**src/rtl/ras.sv**
```systemverilog
// Return address stack: circular store of truncated link targets with a top/count checkpoint and restore.
// Zero-latency combinational read of the top entry; no backpressure, overflow overwrites oldest, underflow ignored.
module ras #(
  parameter int RAS_DEPTH        = 8,
  parameter int LOG_RAS_DEPTH    = $clog2(RAS_DEPTH),
  parameter int RAS_TARGET_WIDTH = 12
) (
  input  logic                        CLK,
  input  logic                        nRST,
  input  logic                        push_valid,
  input  logic [RAS_TARGET_WIDTH-1:0] push_target,
  input  logic                        pop_valid,
  output logic [RAS_TARGET_WIDTH-1:0] pred_target,
  output logic                        pred_empty,
  output logic [LOG_RAS_DEPTH-1:0]    pred_index,
  output logic [LOG_RAS_DEPTH:0]      pred_count,
  input  logic                        restore_valid,
  input  logic [LOG_RAS_DEPTH-1:0]    restore_index,
  input  logic [LOG_RAS_DEPTH:0]      restore_count
);

  localparam logic [LOG_RAS_DEPTH:0]   CNT_FULL = (LOG_RAS_DEPTH+1)'(RAS_DEPTH);
  localparam logic [LOG_RAS_DEPTH:0]   CNT_ONE  = (LOG_RAS_DEPTH+1)'(1);
  localparam logic [LOG_RAS_DEPTH-1:0] IDX_ONE  = LOG_RAS_DEPTH'(1);

  logic [RAS_TARGET_WIDTH-1:0] entry [RAS_DEPTH];
  logic [LOG_RAS_DEPTH-1:0]    top, top_nxt, wr_idx;
  logic [LOG_RAS_DEPTH:0]      count, count_nxt;
  logic                        wr_en;

  assign pred_target = entry[top];
  assign pred_empty  = (count == '0);
  assign pred_index  = top;
  assign pred_count  = count;

  // Pointer arithmetic wraps naturally because RAS_DEPTH is a power of two.
  always_comb begin
    top_nxt   = top;
    count_nxt = count;
    wr_en     = 1'b0;
    wr_idx    = top;
    if (restore_valid) begin
      top_nxt   = restore_index;
      count_nxt = (restore_count > CNT_FULL) ? CNT_FULL : restore_count;
    end else if (push_valid && pop_valid) begin
      wr_en     = 1'b1;
      count_nxt = (count == '0) ? CNT_ONE : count;
    end else if (push_valid) begin
      top_nxt   = top + IDX_ONE;
      wr_en     = 1'b1;
      wr_idx    = top + IDX_ONE;
      count_nxt = (count == CNT_FULL) ? count : count + CNT_ONE;
    end else if (pop_valid && count != '0) begin
      top_nxt   = top - IDX_ONE;
      count_nxt = count - CNT_ONE;
    end
  end

  always_ff @(posedge CLK or negedge nRST) begin
    if (!nRST) begin
      top   <= '0;
      count <= '0;
      for (int i = 0; i < RAS_DEPTH; i++) entry[i] <= '0;
    end else begin
      top   <= top_nxt;
      count <= count_nxt;
      if (wr_en) entry[wr_idx] <= push_target;
    end
  end

endmodule

```
**config.mk**
```make
export PLATFORM = sky130hd
export DESIGN_NAME = ras
export DESIGN_NICKNAME = d
export VERILOG_FILES = /design/src/rtl/ras.sv
export SDC_FILE = /design/constraint.sdc
export NUM_CORES = 1
export LEC_CHECK = 0
export CAP_MARGIN = 20
export CORE_MARGIN = 2
export CORE_UTILIZATION = 25
export CTS_BUF_LIST = sky130_fd_sc_hd__clkbuf_8
export DETAILED_ROUTE_END_ITERATION = 12
export GPL_ROUTABILITY_DRIVEN = 0
export PLACE_DENSITY_LB_ADDON = 0.05
export SYNTH_ARGS = -nofsm -noshare
export SYNTH_HDL_FRONTEND = slang
export SYNTH_SLANG_ARGS = --single-unit
```
**constraint.sdc**
```tcl
create_clock -name CLK -period 2.95 [get_ports CLK]
set_input_delay 0.59 -clock CLK [delete_from_list [all_inputs] [get_ports CLK]]
set_output_delay 0.59 -clock CLK [all_outputs]
set_load 0.02 [all_outputs]
```
==> summary.txt <==
Run status
  • Status: finished clean

Global route
  • Vias in the first global route: between 3k and 4k
  • Initial antenna violation count: 0
  • Global-route wire length before repair: between 20 and 25 mm
  • GRT Residual Overflow: 0
  • Pin count of the biggest net entering global routing: between 40 and 50
  • Total GRT Usage: about an eighth

CTS
  • Clock root buffer: clkbuf_8
  • Post-CTS Hold Buffers: 0
  • Setup Fix Bufs, Post-CTS: 0
  • Post-CTS resize count: 12
  • Clock Sinks: around 100
  • Clock Tree Buf Depth: 2
  • CTS tree: built
  • H-tree depth: 3
  • Num CTS Buffers: 9
  • Worst-path clk slew: ~100 ps
  • Worst skew pair latency: about 380 ps

Routing
  • Drt wl/cell: around 19 um
  • Via Count: about 3.0k
  • WL final: roughly 13 mm
  • DRT iter0 DRCs: between 100 and 150
  • DRT Pass-1 Iters: 4
  • Routed Antenna Nets: 0
  • Vias per inst: 4.51
  • DRC errors left: 0

Critical path
  • Critical-path cell list: buf_12, mux4_1, mux2_2, dlygate4sd2_1
  • Worst setup SP type: register
  • CP delay by family, top: multiplexers
  • Max FO, Critical Path: 18
  • CP max stage cell: mux4_1
  • CP bufs+invs: 2
  • Worst Setup SP: pred_index[0]$_DFFE_PN0P_
  • Reg-to-Reg Start: pred_index[0]$_DFFE_PN0P_
  • Worst endpoint data arrival time: roughly 2200 ps
  • CP Capture Type: output port
  • Cells on worst reg2reg path: 9
  • CP peak stage delay: 560 ps
  • Critical Path Stages: 4
  • Critical Path RT: about 2400 ps
  • Critical path class: register to output port

Logic synthesis
  • Syn_area_per_cell: about 15 um2
  • Synth warn: 0
  • Mapped Cells: around 340
  • Synth Register Bits: approximately 100
  • Yosys cell types: 46
  • Synthesized cell area: approximately 5100 um2
  • Seq/Total Area, Yosys: between 50% and 60%
  • Syn Nets: around 370
  • FFs w/ async S/R, synth: 100%
  • Number of synthesized flops with an enable pin: 0
  • Synth Flop Type: dfrtp_1

Power and ir drop
  • Power Density: 863 nW/um2
  • Peak VDD IR: 283 uV
  • Leak Pwr: approximately 2.6 nW

Place
  • Post-DP HPWL: about 8.4 mm
  • Dpl ws: 379 ps
  • I/O Buffers: 43

Cells and area
  • Share of cells above drive strength 1: 46.7%
  • Area grow syn2layout: 21.1%
  • Diode count: 0
  • Final net count: 427

Floorplan
  • Die width: 147 um
  • Row Count: 52
  • Die Ht: about 150 um
  • IO Count: between 40 and 50
  • Core Area: around 20,000 um2
  • Initial Util: 25.4%
  • Die ar.: 21,600 um2

Timing
  • Fmax: 0.363 GHz
  • Final Hold Fails: 0
  • Setup ws final: ~200 ps
  • Sum Neg Setup Slack: 0 ps
  • Setup violators final: 0
  • Worst slew margin: 61.7%
  • Setup Skew: just over 10 ps
  • RSZ-0062 raised after global routing: false
  • Fin crit share: 93.3%
  • Final Max Tran Viols: 0
  • Min Tclk post-route: approximately 2800 ps
  • Worst slew pin tran: 575 ps

Job
  • Max cap viols: 0

Hold path
  • Hold Path Class: input pin to asynchronous set/reset pin
==> final cells by class <==
type                            count  area [um2]
Fill cell                        2043       14000
Sequential cell                   103        2580
Multi-Input combinational cell    207        2360
Timing Repair Buffer               68         651
Tap cell                          270         338
Clock buffer                       11         151
Clock inverter                      5        78.8
Inverter                            9        33.8
==> per-stage QoR <==
stage | power [mW] | instances | hold slack, ps | instance area, um2 | utilization, %
2_1_floorplan | 3.77 | 338 | 294 | 5120 | -
3_3_place_gp | 4.45 | 657 | 482 | 5980 | 29.6
3_5_place_dp | 4.47 | 657 | 488 | 5980 | 29.6
4_1_cts | 5.46 | 673 | 206 | 6190 | 30.7
5_1_grt | 5.72 | 673 | 227 | 6190 | 30.7
6_report | 5.34 | 673 | 201 | 6190 | 30.7
==> state kept, by name, summed over array words and instances (netlist names) <==
name        cells
entry          96
pred_count      4
pred_index      3
==> where the power goes <==
group / leakage (nW) / internal, mW / total (mW) / switching, mW
sequential: 1.26 / 2.07 / 2.40 / 0.328
combinational: 1.20 / 1.16 / 1.91 / 0.742
clock: 0.120 / 0.525 / 1.04 / 0.511
total: 2.58 / 3.76 / 5.34 / 1.58
==> cell usage in the layout, fill, tap and decap left out, types with 3 or more instances in the layout <==
cell	count
dfrtp_1	102
ha_1	4
xnor2_1	3
mux4_2	22
nor3_1	3
buf_4	22
nand2b_1	3
clkdlybuf4s50_1	30
mux2_2	108
buf_12	4
a21oi_1	5
o21ai_0	5
nor3_2	3
clkbuf_8	11
nand2_1	6
inv_1	8
dlygate4sd2_1	12
nand3b_1	4
nor2_1	4
==> cells in the mapped netlist, drive strengths merged, types with 5 or more instances <==
cell type  count  area [um2]
o21ai          5        25.0
dfrtp        103        2580
buf           15         128
mux2         109        1230
a21oi          5        25.0
nor3           6        45.0
mux4          24         548
nand2          6        22.5
inv            9        33.8
==> final timing paths <==
kind / end / slack, ps
setup / recovery: pred_target[3] / 200
hold / removal: entry[75]$_DFFE_PN0P_ / 200
setup reg to reg: entry[27]$_DFFE_PN0P_ / 430
hold reg to reg: entry[14]$_DFFE_PN0P_ / 510
max in group asynchronous: entry[41]$_DFFE_PN0P_ / 1960
min in group CLK: entry[14]$_DFFE_PN0P_ / 510
==> per-layer routing <==
layer  share of wire (%)  GRT usage, %  vias to the layer above
li1                    -             -                     1386
met1                  49          17.6                     1601
met2                  47          19.5                       41
met3                 2.8          2.30                       10
met4                 1.3          4.47                        0
met5                   0             0                        -
==> logic make-up (layout without fill, tap and decap cells) <==
kind of cell | count (synthesis) | count (layout) | synth area share (%)
AND/OR/NAND/NOR | 38 | 38 | 5.16
AO/OA/AOI/OAI | 24 | 24 | 3.25
multiplexers | 135 | 135 | 35.2
XOR/XNOR | 5 | 5 | 1.22
buffers and inverters | 28 | 93 | 3.45
adder cells (fa/ha/maj) | 5 | 5 | 1.37
flip-flops | 103 | 103 | 50.4
Note: power is estimated with default switching activity, not from simulation.
==> edit 1 (config.mk and constraints unchanged) <==
Register the outputs `pred_target` and `pred_empty`; this adds one clock of latency there. The other outputs are not delayed to match.
--- a/src/rtl/ras.sv
+++ b/src/rtl/ras.sv
@@ -30,4 +30,6 @@
 
-  assign pred_target = entry[top];
-  assign pred_empty  = (count == '0);
+  always_ff @(posedge CLK) begin
+    pred_target <= entry[top];
+    pred_empty  <= (count == '0);
+  end
   assign pred_index  = top;
Behaviour: not the same (Yosys sat finds a counterexample within 4 cycles, from zero or initial values and one cycle with nRST low).
==> edit 1 against the unedited design <==
Sequential cell count rose by 13. Final cell count rose by 3.4%. Cell area up 5.3%. Setup slack improved by 170 ps. Sequential share of layout area up 1.9 points. Non-clock buffer count is 9 lower. Clock skew increased by 2.9 ps. Wire length up 3.2%. Area after synthesis up 5.4%. Utilization rose by 0.21 points. Hold slack got worse by 130 ps. Total power increased by 11%. Critical path depth fell by 3. Sequential power up 13%.
==> edit 1: results <==
metrics = {
    "critical_path": {
        "slowest_delay_ps": 820,
        "cp_max_fo": 13,
        "cp_top_family": "flip-flops",
        "worstPathArrival_ps": 1990,
        "reg2reg_to": "entry[8]",
        "endpoint": "pred_index[2]",
        "cp_slowest_cell": "dfrtp_1",
    },
    "power": {
        "irDropWorstVdd_v": 0.000352,
        "cellLeakagePower_nw": 2.75,
    },
    "place": {
        "placed_cells": 664,
        "dpl.hpwl_um": 8210,
    },
    "status": {
        "status": "finished clean",
    },
    "clock_network": {
        "insertion_delay_ps": 440,
        "numCtsBuffers": 17,
        "post_cts_resized": 0,
        "cts.clk_slew.worst_paths_ps": 80,
        "h-tree-depth": 4,
    },
    "layout": {
        "inverters": 10,
        "nets": 437,
        "multi_input_cells": 204,
        "drive_gt1_share_pct": 44.2,
        "multi_input_area_um2": 2370,
        "area_growth_pct": 20.9,
        "clk_share_pct": 5.41,
        "buffers": 59,
        "buf_share_pct": 8.79,
        "area.sequential_um2": 2840,
    },
    "grt": {
        "met3_usage_pct": 3.64,
        "grt_first_pass_wirelength_um": 21000,
        "grt_usage_pct": 12.7,
        "grt_max_degree": 59,
        "grt_use_met2_pct": 21.0,
    },
    "synthesis": {
        "synth_cell_type_count": 50,
        "ys_top_cells_by_count": "dfrtp_1, mux2_2, mux4_2, dfxtp_1",
        "synth_area_leaders": "dfrtp_1, mux2_2, mux4_2",
        "synthArstFlopShare_pct": 88.8,
        "syn_nets": 380,
    },
    "timing": {
        "layout_min_cycle_time_ps": 2580,
        "hold_ws_ps": 68.8,
        "fin_skew_ps": 13.2,
    },
    "floorplan": {
        "std_cell_rows": 53,
    },
    "detailed_routing": {
        "routedWlPerCell_um": 18.9,
        "drtIter0Drc": 97,
        "met2_length_um": 6360,
    },
}
==> edit 1: kinds of logic (layout without fill, tap and decap cells) <==
logic type | count (synthesis) | in the layout | share of synthesized area, %
buf+inv | 31 | 101 | 3.39
compound gates | 27 | 27 | 4.22
simple gates | 33 | 33 | 3.60
xor+xnor | 5 | 5 | 1.16
mux | 134 | 134 | 33.7
fa+ha+maj | 5 | 5 | 1.30
flops | 116 | 116 | 52.6
==> edit 1: report_power, final <==
group / switching [W] / internal [W] / total (W)
logic: 0.000667 / 0.00120 / 0.00186
clock network: 0.000646 / 0.000705 / 0.00135
registers: 0.000367 / 0.00235 / 0.00271
total: 0.00168 / 0.00425 / 0.00593
==> edit 1: worst min-delay path by stage <==
stage	from	to	cells past startpoint
finish	nRST	entry[1]	1
global route	nRST	pred_index[2]	1
CTS	nRST	pred_count[3]	1
detailed placement	entry[47]	entry[47]	1
global placement	entry[47]	entry[47]	1
floorplan	nRST	entry[0]	0
==> edit 2 (same flow settings) <==
Without the edit above. `RAS_DEPTH`: 8 -> 16.
--- a/src/rtl/ras.sv
+++ b/src/rtl/ras.sv
@@ -3,3 +3,3 @@
 module ras #(
-  parameter int RAS_DEPTH        = 8,
+  parameter int RAS_DEPTH        = 16,
   parameter int LOG_RAS_DEPTH    = $clog2(RAS_DEPTH),
Ports: changed (resized pred_count, pred_index, restore_count and restore_index); port bits go from 44 to 48. No check against the original RTL was run, so the function may have changed too.
==> edit 2 against the unedited design <==
Largest cell class unchanged. Wire length increased by 130%. Area after synthesis increased by 89%. Cell area increased by 98%. Sequential cell count increased by 98. Highest routed layer unchanged. Setup slack got worse by 370 ps. Clock skew increased by 20 ps. Critical endpoint is now pred_target[7]. Count of clock-buffer cells in the layout increased by 43. Total power increased by 100%. Maximum frequency decreased by 12%. The run now ends with setup timing left. Critical path depth unchanged.
==> edit 2: results <==
metrics = {
    "status": {
        "status": "finished, violations left",
        "violations": "setup timing",
    },
    "layout": {
        "largest_reg_flops": 192,
        "nets": 750,
        "fillers": 3871,
    },
    "grt": {
        "grt_max_degree": 59,
        "first_global_vias": 6533,
        "grt_usage_pct": 15.3,
        "grt_first_pass_wirelength_um": 44800,
    },
    "clock_network": {
        "insertion_delay_ps": 600,
        "max-clock-path-buffers": 3,
        "h-tree-depth": 2,
        "cts.clk_slew.worst_paths_ps": 50,
        "numCtsBuffers": 41,
        "post_cts_resized": 98,
        "cts_hold_buf": 1,
        "post_cts_buffers": 9,
    },
    "synthesis": {
        "synth_cell_type_count": 52,
        "synth-seq-area-share_pct": 52.0,
        "ys_top_cells_by_count": "dfrtp_1, mux2_2, mux4_2, clkbuf_1, buf_2",
        "syn_nets": 644,
        "synth_area_leaders": "dfrtp_1, mux2_2, mux4_2",
        "synth_cells": 612,
    },
    "timing": {
        "tns_ps": -1690,
        "hold_ws_ps": 480,
        "fin_ws_ps": -173,
        "relSlewSlack_pct": 59.1,
        "setup_violations": 12,
        "fin_skew_ps": 30.2,
    },
    "detailed_routing": {
        "via_per_inst": 4.64,
        "met2_length_um": 13800,
        "wl_met3_um": 1260,
        "vias": 5885,
        "routed_wirelength_um": 29300,
        "wl_met1_um": 13600,
        "drtIter0Drc": 201,
    },
    "critical_path": {
        "slowest_delay_ps": 550,
        "r2r_slack_ps": 140,
        "worstPathArrival_ps": 2530,
        "cp_max_fo": 8,
        "cp_slowest_cell": "mux4_2",
        "r2r_cells": 9,
        "reg2reg_to": "entry[37]",
        "cp_top_family": "multiplexers",
        "endpoint": "pred_target[7]",
    },
    "place": {
        "dpl_cell_area_um2": 11200,
        "placed_cells": 1187,
        "place_ws_ps": -81.8,
        "dpl.hpwl_um": 18700,
    },
    "power": {
        "irDropWorstVdd_v": 0.000300,
        "cellLeakagePower_nw": 5.35,
    },
    "hold_path": {
        "min_from": "entry[93]",
        "min_path_type": "flip-flop to flip-flop",
    },
}
-- edit 2: changes by cell type after synthesis, moves of 3 or more --
cell | before | now
dfrtp_1 | 103 | 201
mux2_2 | 108 | 186
mux4_2 | 22 | 60
clkbuf_1 | 4 | 23
buf_2 | 3 | 15
mux2_1 | 0 | 10
nand4_1 | 0 | 9
a211oi_2 | 0 | 7
buf_6 | 6 | 2
o21a_1 | 0 | 4
a21o_1 | 0 | 3
buf_4 | 6 | 9
nand2b_1 | 3 | 0
nor3_2 | 3 | 0
-- edit 2: how the worst min path moves through the flow --
stage,endpoint,depth (start not counted)
final,entry[93],1
after global routing,entry[93],1
after CTS,entry[102],2
after detailed placement,entry[90],1
after global placement,entry[91],1
after floorplan,entry[0],0
-- edit 2: logic make-up (layout without fill, tap and decap cells) --
kind of cell	count (synthesis)	in the layout	synth area share (%)
mux	260	260	37.2
flops	201	201	52.0
compound gates	40	40	3.53
fa+ha+maj	6	6	0.854
buf+inv	58	195	2.95
xor+xnor	4	4	0.517
simple gates	43	43	2.96
-- edit 2: final cells by class --
| cell class | instances | area [um2] | share of cell area, % |
|---|---|---|---|
| inverters | 7 | 26.3 | 0.214 |
| clock inverters | 20 | 88.8 | 0.725 |
| clock buffers | 54 | 743 | 6.07 |
| multi-input cells | 353 | 4440 | 36.2 |
| repair buffers | 114 | 1270 | 10.4 |
| flip-flops and latches | 201 | 5030 | 41.1 |
| well taps | 518 | 648 | 5.29 |
-- edit 2: routing by layer --
metal / vias to the layer above / track usage (%)
li1: 2559 / -
met1: 3181 / 21.0
met2: 102 / 24.2
met3: 43 / 3.39
met4: 0 / 4.31
met5: - / 0
-- edit 2: power by group --
part	total, W	switching (W)	internal (W)
Combinational	0.00330	0.00127	0.00203
Clock	0.00293	0.00129	0.00163
Sequential	0.00449	0.000586	0.00391
